**src/rtl/atree_accumulator.sv**
```systemverilog
// Accumulates adder-tree partial sums per group (closed by in_last) and presents one result per group.
// Build option: define ATREE_ACC_SATURATE_EN to clamp the accumulator on overflow instead of wrapping.
module atree_accumulator #(
    parameter int IN_WIDTH  = 33,
    parameter int ACC_WIDTH = 48,
    parameter int CNT_WIDTH = 8
) (
    input  logic                 clk,
    input  logic                 rst,
    input  logic                 in_valid,
    output logic                 in_ready,
    input  logic [IN_WIDTH-1:0]  in_data,
    input  logic                 in_last,
    output logic                 out_valid,
    input  logic                 out_ready,
    output logic [ACC_WIDTH-1:0] out_data,
    output logic [CNT_WIDTH-1:0] out_count,
    output logic                 out_ovf
);

    typedef enum logic {
        IDLE  = 1'b0,
        ACCUM = 1'b1
    } state_t;

    state_t               state_q, state_d;
    logic [ACC_WIDTH-1:0] acc_q, acc_d;
    logic [CNT_WIDTH-1:0] cnt_q, cnt_d;
    logic                 ovf_q, ovf_d;
    logic                 out_valid_q, out_valid_d;
    logic [ACC_WIDTH-1:0] out_data_q, out_data_d;
    logic [CNT_WIDTH-1:0] out_count_q, out_count_d;
    logic                 out_ovf_q, out_ovf_d;

    logic                 accept;
    logic [ACC_WIDTH-1:0] in_ext;
    logic [ACC_WIDTH:0]   sum_wide;

    // Overflow policy for a carry out of the ACC_WIDTH-bit add. Once clamped at all-ones,
    // any further non-zero beat carries again, so the clamp holds for the rest of the group.
    function automatic logic [ACC_WIDTH-1:0] acc_resolve(input logic [ACC_WIDTH:0] s);
`ifdef ATREE_ACC_SATURATE_EN
        if (s[ACC_WIDTH]) begin
            return {ACC_WIDTH{1'b1}};
        end
        return s[ACC_WIDTH-1:0];
`else
        return s[ACC_WIDTH-1:0];
`endif
    endfunction

    function automatic logic [CNT_WIDTH-1:0] cnt_inc(input logic [CNT_WIDTH-1:0] c);
        if (&c) begin
            return c;
        end
        return c + CNT_WIDTH'(1);
    endfunction

    assign in_ready = !out_valid_q || out_ready;
    assign accept   = in_valid && in_ready;
    assign in_ext   = ACC_WIDTH'(in_data);
    assign sum_wide = {1'b0, acc_q} + {1'b0, in_ext};

    always_comb begin
        state_d     = state_q;
        acc_d       = acc_q;
        cnt_d       = cnt_q;
        ovf_d       = ovf_q;
        out_valid_d = out_valid_q;
        out_data_d  = out_data_q;
        out_count_d = out_count_q;
        out_ovf_d   = out_ovf_q;

        if (out_valid_q && out_ready) begin
            out_valid_d = 1'b0;
        end

        if (accept) begin
            case (state_q)
                IDLE: begin
                    acc_d = in_ext;
                    cnt_d = CNT_WIDTH'(1);
                    ovf_d = 1'b0;
                end
                ACCUM: begin
                    acc_d = acc_resolve(sum_wide);
                    cnt_d = cnt_inc(cnt_q);
                    ovf_d = ovf_q | sum_wide[ACC_WIDTH];
                end
                default: begin
                    acc_d = in_ext;
                    cnt_d = CNT_WIDTH'(1);
                    ovf_d = 1'b0;
                end
            endcase

            // A closing beat may coincide with retiring the previous result; the new payload wins.
            if (in_last) begin
                state_d     = IDLE;
                out_valid_d = 1'b1;
                out_data_d  = acc_d;
                out_count_d = cnt_d;
                out_ovf_d   = ovf_d;
            end else begin
                state_d = ACCUM;
            end
        end
    end

    always_ff @(posedge clk or posedge rst) begin
        if (rst) begin
            state_q     <= IDLE;
            acc_q       <= '0;
            cnt_q       <= '0;
            ovf_q       <= 1'b0;
            out_valid_q <= 1'b0;
            out_data_q  <= '0;
            out_count_q <= '0;
            out_ovf_q   <= 1'b0;
        end else begin
            state_q     <= state_d;
            acc_q       <= acc_d;
            cnt_q       <= cnt_d;
            ovf_q       <= ovf_d;
            out_valid_q <= out_valid_d;
            out_data_q  <= out_data_d;
            out_count_q <= out_count_d;
            out_ovf_q   <= out_ovf_d;
        end
    end

    assign out_valid = out_valid_q;
    assign out_data  = out_data_q;
    assign out_count = out_count_q;
    assign out_ovf   = out_ovf_q;

endmodule
```
**config.mk**
```make
export PLATFORM = sky130hd
export DESIGN_NAME = atree_accumulator
export DESIGN_NICKNAME = d
export VERILOG_FILES = /design/src/rtl/atree_accumulator.sv
export SDC_FILE = /design/constraint.sdc
export NUM_CORES = 1
export LEC_CHECK = 0
export ABC_AREA = 0
export ABC_CLOCK_PERIOD_IN_PS = 6000
export CAP_MARGIN = 20
export CORE_ASPECT_RATIO = 0.7
export CORE_UTILIZATION = 55
export DETAILED_ROUTE_END_ITERATION = 12
export GPL_TIMING_DRIVEN = 1
export PLACE_DENSITY = 0.8
export RECOVER_POWER = 25
export SYNTH_ARGS = -nofsm -noshare
export SYNTH_HDL_FRONTEND = slang
export SYNTH_SLANG_ARGS = --single-unit
```
**constraint.sdc**
```tcl
create_clock -name clk -period 6 [get_ports clk]
set_input_delay 0.9 -clock clk [delete_from_list [all_inputs] [get_ports clk]]
set_output_delay 0.9 -clock clk [all_outputs]
set_load 0.01 [all_outputs]
```
# [Word-level counts from Yosys, hierarchy flattened]
# Cells that the tools add are included.
[classes] n_addsub=2 n_mux=12 bitwise_logic=2 n_reduce_logical=6
[op_table] operator="48-bit case mux with 2 select lines" count=1
[op_table] operator="48-bit by 33-bit adder with 49-bit output" count=1
[op_table] operator="8-bit 2-to-1 mux" count=2
[op_table] operator="8-bit case mux with 2 select lines" count=1
[op_table] operator="8-bit by 1-bit adder with 8-bit output, second input constant" count=1
[op_table] operator="8-bit AND reduction" count=1
[op_table] operator="1-bit 2-to-1 mux" count=7
[op_table] operator="1-bit logical AND" count=2
[op_table] operator="1-bit case mux with 2 select lines" count=1
[op_table] operator="2-bit AND reduction" count=1
[op_table] operator="1-bit zero test" count=1
[op_table] operator="1-bit logical OR" count=1
[op_table] operator="1-bit NOT" count=1
[op_table] operator="1-bit OR" count=1
[word_totals] regBits=116 out_inout_bits=59 wordCells=30

# [Depth between registers and ports, before layout]
[depth] word_depth=6 ltp_mapped=13

# [Least setup slack after synthesis]
# No wires, ideal clock.
[synth_timing] path_type="input port to flip-flop" startpoint="input in_data[0]" endpoint="register acc_q[36]" setup_time_ns=0.140 arrival_ns=3.107 t_required_ns=5.860 slack_ns=2.753 cell_stages=12 n_path_buf=1 cell_sequence="ha_1 inv_1 fa_1 nand2b_1 a21oi_1 o21ai_1 nand3_1 a22oi_2 a311o_2 buf_6 o311ai_0 o41ai_1"
[synth_between] elab_chain_len=2
[synth_rtl] element="start, declared" line_no="12" source="input logic [IN_WIDTH-1:0] in_data,"
[synth_rtl] element="48-bit by 33-bit adder with 49-bit output" line_no="62" source="assign sum_wide = {1'b0, acc_q} + {1'b0, in_ext};"
[synth_rtl] element="48-bit case mux with 2 select lines" line_no="79" source="case (state_q)"
[synth_rtl] element="end signal, assigned" line_no="113" source="acc_q <= '0;"
[synth_rtl] element="end signal, assigned" line_no="122" source="acc_q <= acc_d;"
[synth_rtl] element="end, declared" line_no="27" source="logic [ACC_WIDTH-1:0] acc_q, acc_d;"
# No other way between the ends.
# A chain may end at the register's enable or synchronous reset.

# [Final worst setup path]
[layout_timing] startpoint="input in_data[0]" endpoint="register acc_q[44]"
# The elaborated chain is that of the path after synthesis.

==> impl_results.html <==
<table>
<tr><th>Metric</th><th>Value</th></tr>
<tr><th colspan="2">Routing</th></tr>
<tr><td>Number of detailed-routing iterations run before antenna repair</td><td>5</td></tr>
<tr><td>Drt total wl</td><td>between 15000 and 20000 um</td></tr>
<tr><td>Average wire per standard cell</td><td>17.38 um</td></tr>
<tr><td>Via count of the routed design</td><td>approximately 6200</td></tr>
<tr><td># DRC</td><td>0</td></tr>
<tr><td>Remaining number of nets flagged by the antenna check after routing</td><td>0</td></tr>
<tr><td>Initial detailed-routing violation count</td><td>556</td></tr>
<tr><td>Vias per inst</td><td>6.014</td></tr>
<tr><th colspan="2">Synth</th></tr>
<tr><td>Area of the mapped netlist</td><td>6873 um^2</td></tr>
<tr><td>Portion of the post-synthesis area used by sequential elements</td><td>42.24%</td></tr>
<tr><td>Most area-consuming cells after synthesis</td><td>sky130_fd_sc_hd__dfrtp_1, sky130_fd_sc_hd__nand2_1, sky130_fd_sc_hd__o21ai_0</td></tr>
<tr><td>Parity-gate share of the synthesized area counting xor and xnor cells</td><td>5.989%</td></tr>
<tr><td>Fraction of the mapped netlist area in adder cells</td><td>about 6.5%</td></tr>
<tr><td>Cell taking the most area after synthesis</td><td>sky130_fd_sc_hd__dfrtp_1</td></tr>
<tr><td>Yosys warning count</td><td>0</td></tr>
<tr><td>Post-synthesis mux area share</td><td>4.114%</td></tr>
<tr><td>Synthesized netlist cell count</td><td>775</td></tr>
<tr><td>Library cell with the highest instance count after synthesis</td><td>sky130_fd_sc_hd__nand2_1</td></tr>
<tr><td>Distinct cell type count of the synthesized netlist</td><td>just over 60</td></tr>
<tr><td>Syn_area_per_cell</td><td>8.868 um^2</td></tr>
<tr><td>Share of the synthesized area in compound gates (AO/OA/AOI/OAI)</td><td>21.43%</td></tr>
<tr><td>Dominant combinational cell family by area after synthesis</td><td>compound AO/OA/AOI/OAI gates</td></tr>
<tr><td>Top cells by instance count after synthesis</td><td>sky130_fd_sc_hd__nand2_1, sky130_fd_sc_hd__dfrtp_1, sky130_fd_sc_hd__o21ai_0</td></tr>
<tr><td>Ys flop type</td><td>sky130_fd_sc_hd__dfrtp_1</td></tr>
<tr><td>Synth Net Count</td><td>between 800 and 900</td></tr>
<tr><td>Post-synthesis sequential element count</td><td>116</td></tr>
<tr><td>Simple-gate share of the synthesized area</td><td>16.28%</td></tr>
<tr><td>Portion of synthesized cell area occupied by the leading cell type</td><td>42.24%</td></tr>
<tr><td>Share of flip-flops with an asynchronous set or reset</td><td>100.0%</td></tr>
<tr><td>Number of flops mapped to enable cells by yosys</td><td>0</td></tr>
<tr><th colspan="2">Global routing</th></tr>
<tr><td>Pin count of the biggest net entering global routing</td><td>80</td></tr>
<tr><td>Antenna violations before repair</td><td>0</td></tr>
<tr><td>Global-route wire length before repair</td><td>29000 um</td></tr>
<tr><td>Total track usage</td><td>29.05%</td></tr>
<tr><td>Gr ovfl total</td><td>0</td></tr>
<tr><td>Via count of the first global-routing pass</td><td>between 5000 and 6000</td></tr>
<tr><th colspan="2">STA</th></tr>
<tr><td>Final slew viol count</td><td>80</td></tr>
<tr><td>RSZ-0062 raised after global routing</td><td>no</td></tr>
<tr><td>Fmax</td><td>0.2549 GHz</td></tr>
<tr><td>Slew headroom</td><td>-125.0%</td></tr>
<tr><td>Slew at the pin with the worst max-slew slack</td><td>between 3000 and 4000 ps</td></tr>
<tr><td>Hold violation count in the final report</td><td>0</td></tr>
<tr><td>Clock skew after layout</td><td>11.32 ps</td></tr>
<tr><td>Part of the cycle the worst path needs</td><td>between 60% and 70%</td></tr>
<tr><td>Crit path time final</td><td>slightly below 4000 ps</td></tr>
<tr><td>Post-route setup slack</td><td>2077 ps</td></tr>
<tr><td>Final sum of negative setup slack</td><td>0 ps</td></tr>
<tr><td>Setup violation total in the final timing report</td><td>0</td></tr>
<tr><th colspan="2">Run status</th></tr>
<tr><td>Result of the run</td><td>finished with violations</td></tr>
<tr><td>Violations in the final reports</td><td>capacitance limit, slew limit</td></tr>
<tr><th colspan="2">Setup path</th></tr>
<tr><td>Worst Path Class, Setup</td><td>primary input to flop</td></tr>
<tr><td>Biggest cell delay along the critical path</td><td>500 ps</td></tr>
<tr><td>Type of element capturing the critical path</td><td>flop</td></tr>
<tr><td>Cell breakdown of the critical path</td><td>clkdlybuf4s50_1, ha_1, inv_1, fa_1, nand2b_1, a21oi_1, o21ai_1, nand3_1, a22oi_2, a311o_2, nor2_1, mux2i_1, o21ai_0</td></tr>
<tr><td>WP data arrival</td><td>4180 ps</td></tr>
<tr><td>Required time of the worst setup path</td><td>6260 ps</td></tr>
<tr><td>Sort of element at the start of the critical path</td><td>primary input</td></tr>
<tr><td>Highest net fanout along the worst path</td><td>16</td></tr>
<tr><td>Largest delay share family, worst path</td><td>compound AO/OA/AOI/OAI gates</td></tr>
<tr><td>Crit path buf inv count</td><td>2</td></tr>
<tr><td>Cell type of the slowest stage on the worst timing path</td><td>sky130_fd_sc_hd__clkdlybuf4s50_1</td></tr>
<tr><th colspan="2">Clock network</th></tr>
<tr><td>Hold-fix buffer count after cts</td><td>0</td></tr>
<tr><td>Number of sinks driven by the clock tree</td><td>116</td></tr>
<tr><td>Later-pin clock latency in the skew report</td><td>420 ps</td></tr>
<tr><td>Post-CTS Setup Bufs</td><td>0</td></tr>
<tr><td>Clock-pin transition on the worst setup and hold timing paths</td><td>50 ps</td></tr>
<tr><td>Max Buffers Root-to-Sink</td><td>2</td></tr>
<tr><td>Number of H-tree branching levels</td><td>4</td></tr>
<tr><td>Cell at the root of the clock tree</td><td>sky130_fd_sc_hd__clkbuf_16</td></tr>
<tr><td>Resized Gates After CTS</td><td>0</td></tr>
<tr><td>Number of clock buffers inserted by TritonCTS</td><td>17</td></tr>
<tr><td>TritonCTS clock tree</td><td>built</td></tr>
<tr><th colspan="2">Placed design</th></tr>
<tr><td>Port bufs</td><td>96</td></tr>
<tr><td>Half-perimeter wire length of the detailed placement result</td><td>~12000 um</td></tr>
<tr><td>Global placer's final weighted congestion</td><td>0.8784</td></tr>
<tr><td>Minimum setup slack after placement</td><td>1782 ps</td></tr>
<tr><th colspan="2">Cells and area</th></tr>
<tr><td>Count of nets after finishing</td><td>slightly above 900</td></tr>
<tr><td>Syn-to-layout area delta</td><td>23.68%</td></tr>
<tr><td>Layout cells sized above 1</td><td>roughly 6.4%</td></tr>
<tr><td>Antenna Diode Count</td><td>0</td></tr>
<tr><th colspan="2">Floorplan</th></tr>
<tr><td>Die Outline Area</td><td>around 13000 um^2</td></tr>
<tr><td>Standard cell core area</td><td>11930 um^2</td></tr>
<tr><td>Starting utilization of the core area</td><td>between 50% and 60%</td></tr>
<tr><td>Die extent in y</td><td>95.53 um</td></tr>
<tr><td>Boundary Pins</td><td>97</td></tr>
<tr><td>Site row count</td><td>33</td></tr>
<tr><td>Die X-Extent</td><td>135.6 um</td></tr>
<tr><th colspan="2">Pwr</th></tr>
<tr><td>Max VDD drop</td><td>0.0002776 V</td></tr>
<tr><td>Leakage component of the power</td><td>0.003728 uW</td></tr>
<tr><td>Total power divided by cell area</td><td>491.3 nW/um^2</td></tr>
<tr><th colspan="2">Hold path</th></tr>
<tr><td>Classification of the worst-slack hold path</td><td>flop to flop</td></tr>
<tr><th colspan="2">Run</th></tr>
<tr><td>MaxCap Viol Count</td><td>1</td></tr>
</table>
==> cell usage in the layout, fill, tap and decap left out, types with 6 or more instances in the layout <==
cell                              synthesis  layout
sky130_fd_sc_hd__nand2_1                141     139
sky130_fd_sc_hd__dfrtp_1                116     115
sky130_fd_sc_hd__clkdlybuf4s50_1          0      95
sky130_fd_sc_hd__o21ai_0                 91      91
sky130_fd_sc_hd__nor2_1                  53      53
sky130_fd_sc_hd__a21oi_1                 53      53
sky130_fd_sc_hd__ha_1                    34      34
sky130_fd_sc_hd__xnor2_1                 31      31
sky130_fd_sc_hd__mux2i_1                 26      26
sky130_fd_sc_hd__inv_1                   19      18
sky130_fd_sc_hd__clkbuf_16                0      17
sky130_fd_sc_hd__xor2_1                  16      16
sky130_fd_sc_hd__o31ai_1                 14      14
sky130_fd_sc_hd__nand3_1                 13      13
sky130_fd_sc_hd__a21o_1                  11      11
sky130_fd_sc_hd__a31oi_1                 11      11
sky130_fd_sc_hd__nand4_1                  8       8
sky130_fd_sc_hd__o21ai_1                  6       6
==> logic make-up after synthesis <==
kind of cell | count (synthesis)
muxes | 28
AOI/OAI and AO/OA | 236
buffers and inverters | 58
xor gates and xnor gates | 47
adders and majority gates | 35
DFF | 116
and+or+nand+nor | 255
==> registers in the layout (all words and copies together) (netlist names) <==
register and count:
acc_q 48, cnt_q 8, out_count 8, out_data 48
out_ovf 1, out_valid 1, ovf_q 1, state_q 1
==> tightest hold or removal path, cell delays in order, from the launching register on <==
cell,delay (ps)
sky130_fd_sc_hd__dfrtp_1,330
sky130_fd_sc_hd__nand2_1,50
sky130_fd_sc_hd__o21ai_0,60
==> routing by layer <==
metal / track usage (%) / vias up / routed length, um
met4: 7.959 / 0 / 252
met1: 40.33 / 2938 / 8178
met3: 6.061 / 35 / 1381
met5: 0 / - / 0
met2: 46.09 / 284 / 8037
li1: - / 2919 / -
==> path summary, 6_finish.rpt <==
kind,start,endpoint,slack (ps),cells after the start
max,in_data[0],acc_q[44]$_DFFE_PP0P_,2080,13
min,out_data[6]$_DFFE_PP0P_,out_data[6]$_DFFE_PP0P_,470,2
max reg2reg,acc_q[0]$_DFFE_PP0P_,acc_q[44]$_DFFE_PP0P_,2730,12
min reg2reg,out_data[6]$_DFFE_PP0P_,out_data[6]$_DFFE_PP0P_,470,2
max in group asynchronous,rst,state_q$_DFFE_PP0P_,2400,2
min in group asynchronous,rst,cnt_q[6]$_DFFE_PP0P_,1910,2
==> through the flow <==
stage	instances	utilization (%)	hold WS [ps]	area, um^2	total power [uW]
after global routing	1027	71.24	506.2	8501	4445
after floorplan	775	-	449.8	6873	2508
after CTS	1027	71.25	482.9	8502	4149
final	1027	71.24	474.8	8501	4176
after global placement	995	66.31	461.4	7913	3036
after detailed placement	995	66.31	470.9	7913	3121
==> area by class of cell <==
cell class	instances	area [um^2]
multi-input combinational	601	3736
inverter	20	76.32
timing repair buffer	101	998.5
tap	157	196.4
clock buffer	23	488.0
fill	868	3432
sequential	116	2904
clock inverter	9	101.3
==> where the power goes <==
group	total (uW)	leakage, uW	internal, uW	switching, uW
Sequential	1240	0.00146	1050	188
Clock	1010	0.000293	652	362
Combinational	1930	0.00197	858	1070
No activity file was read; power rests on OpenSTA's default activity.
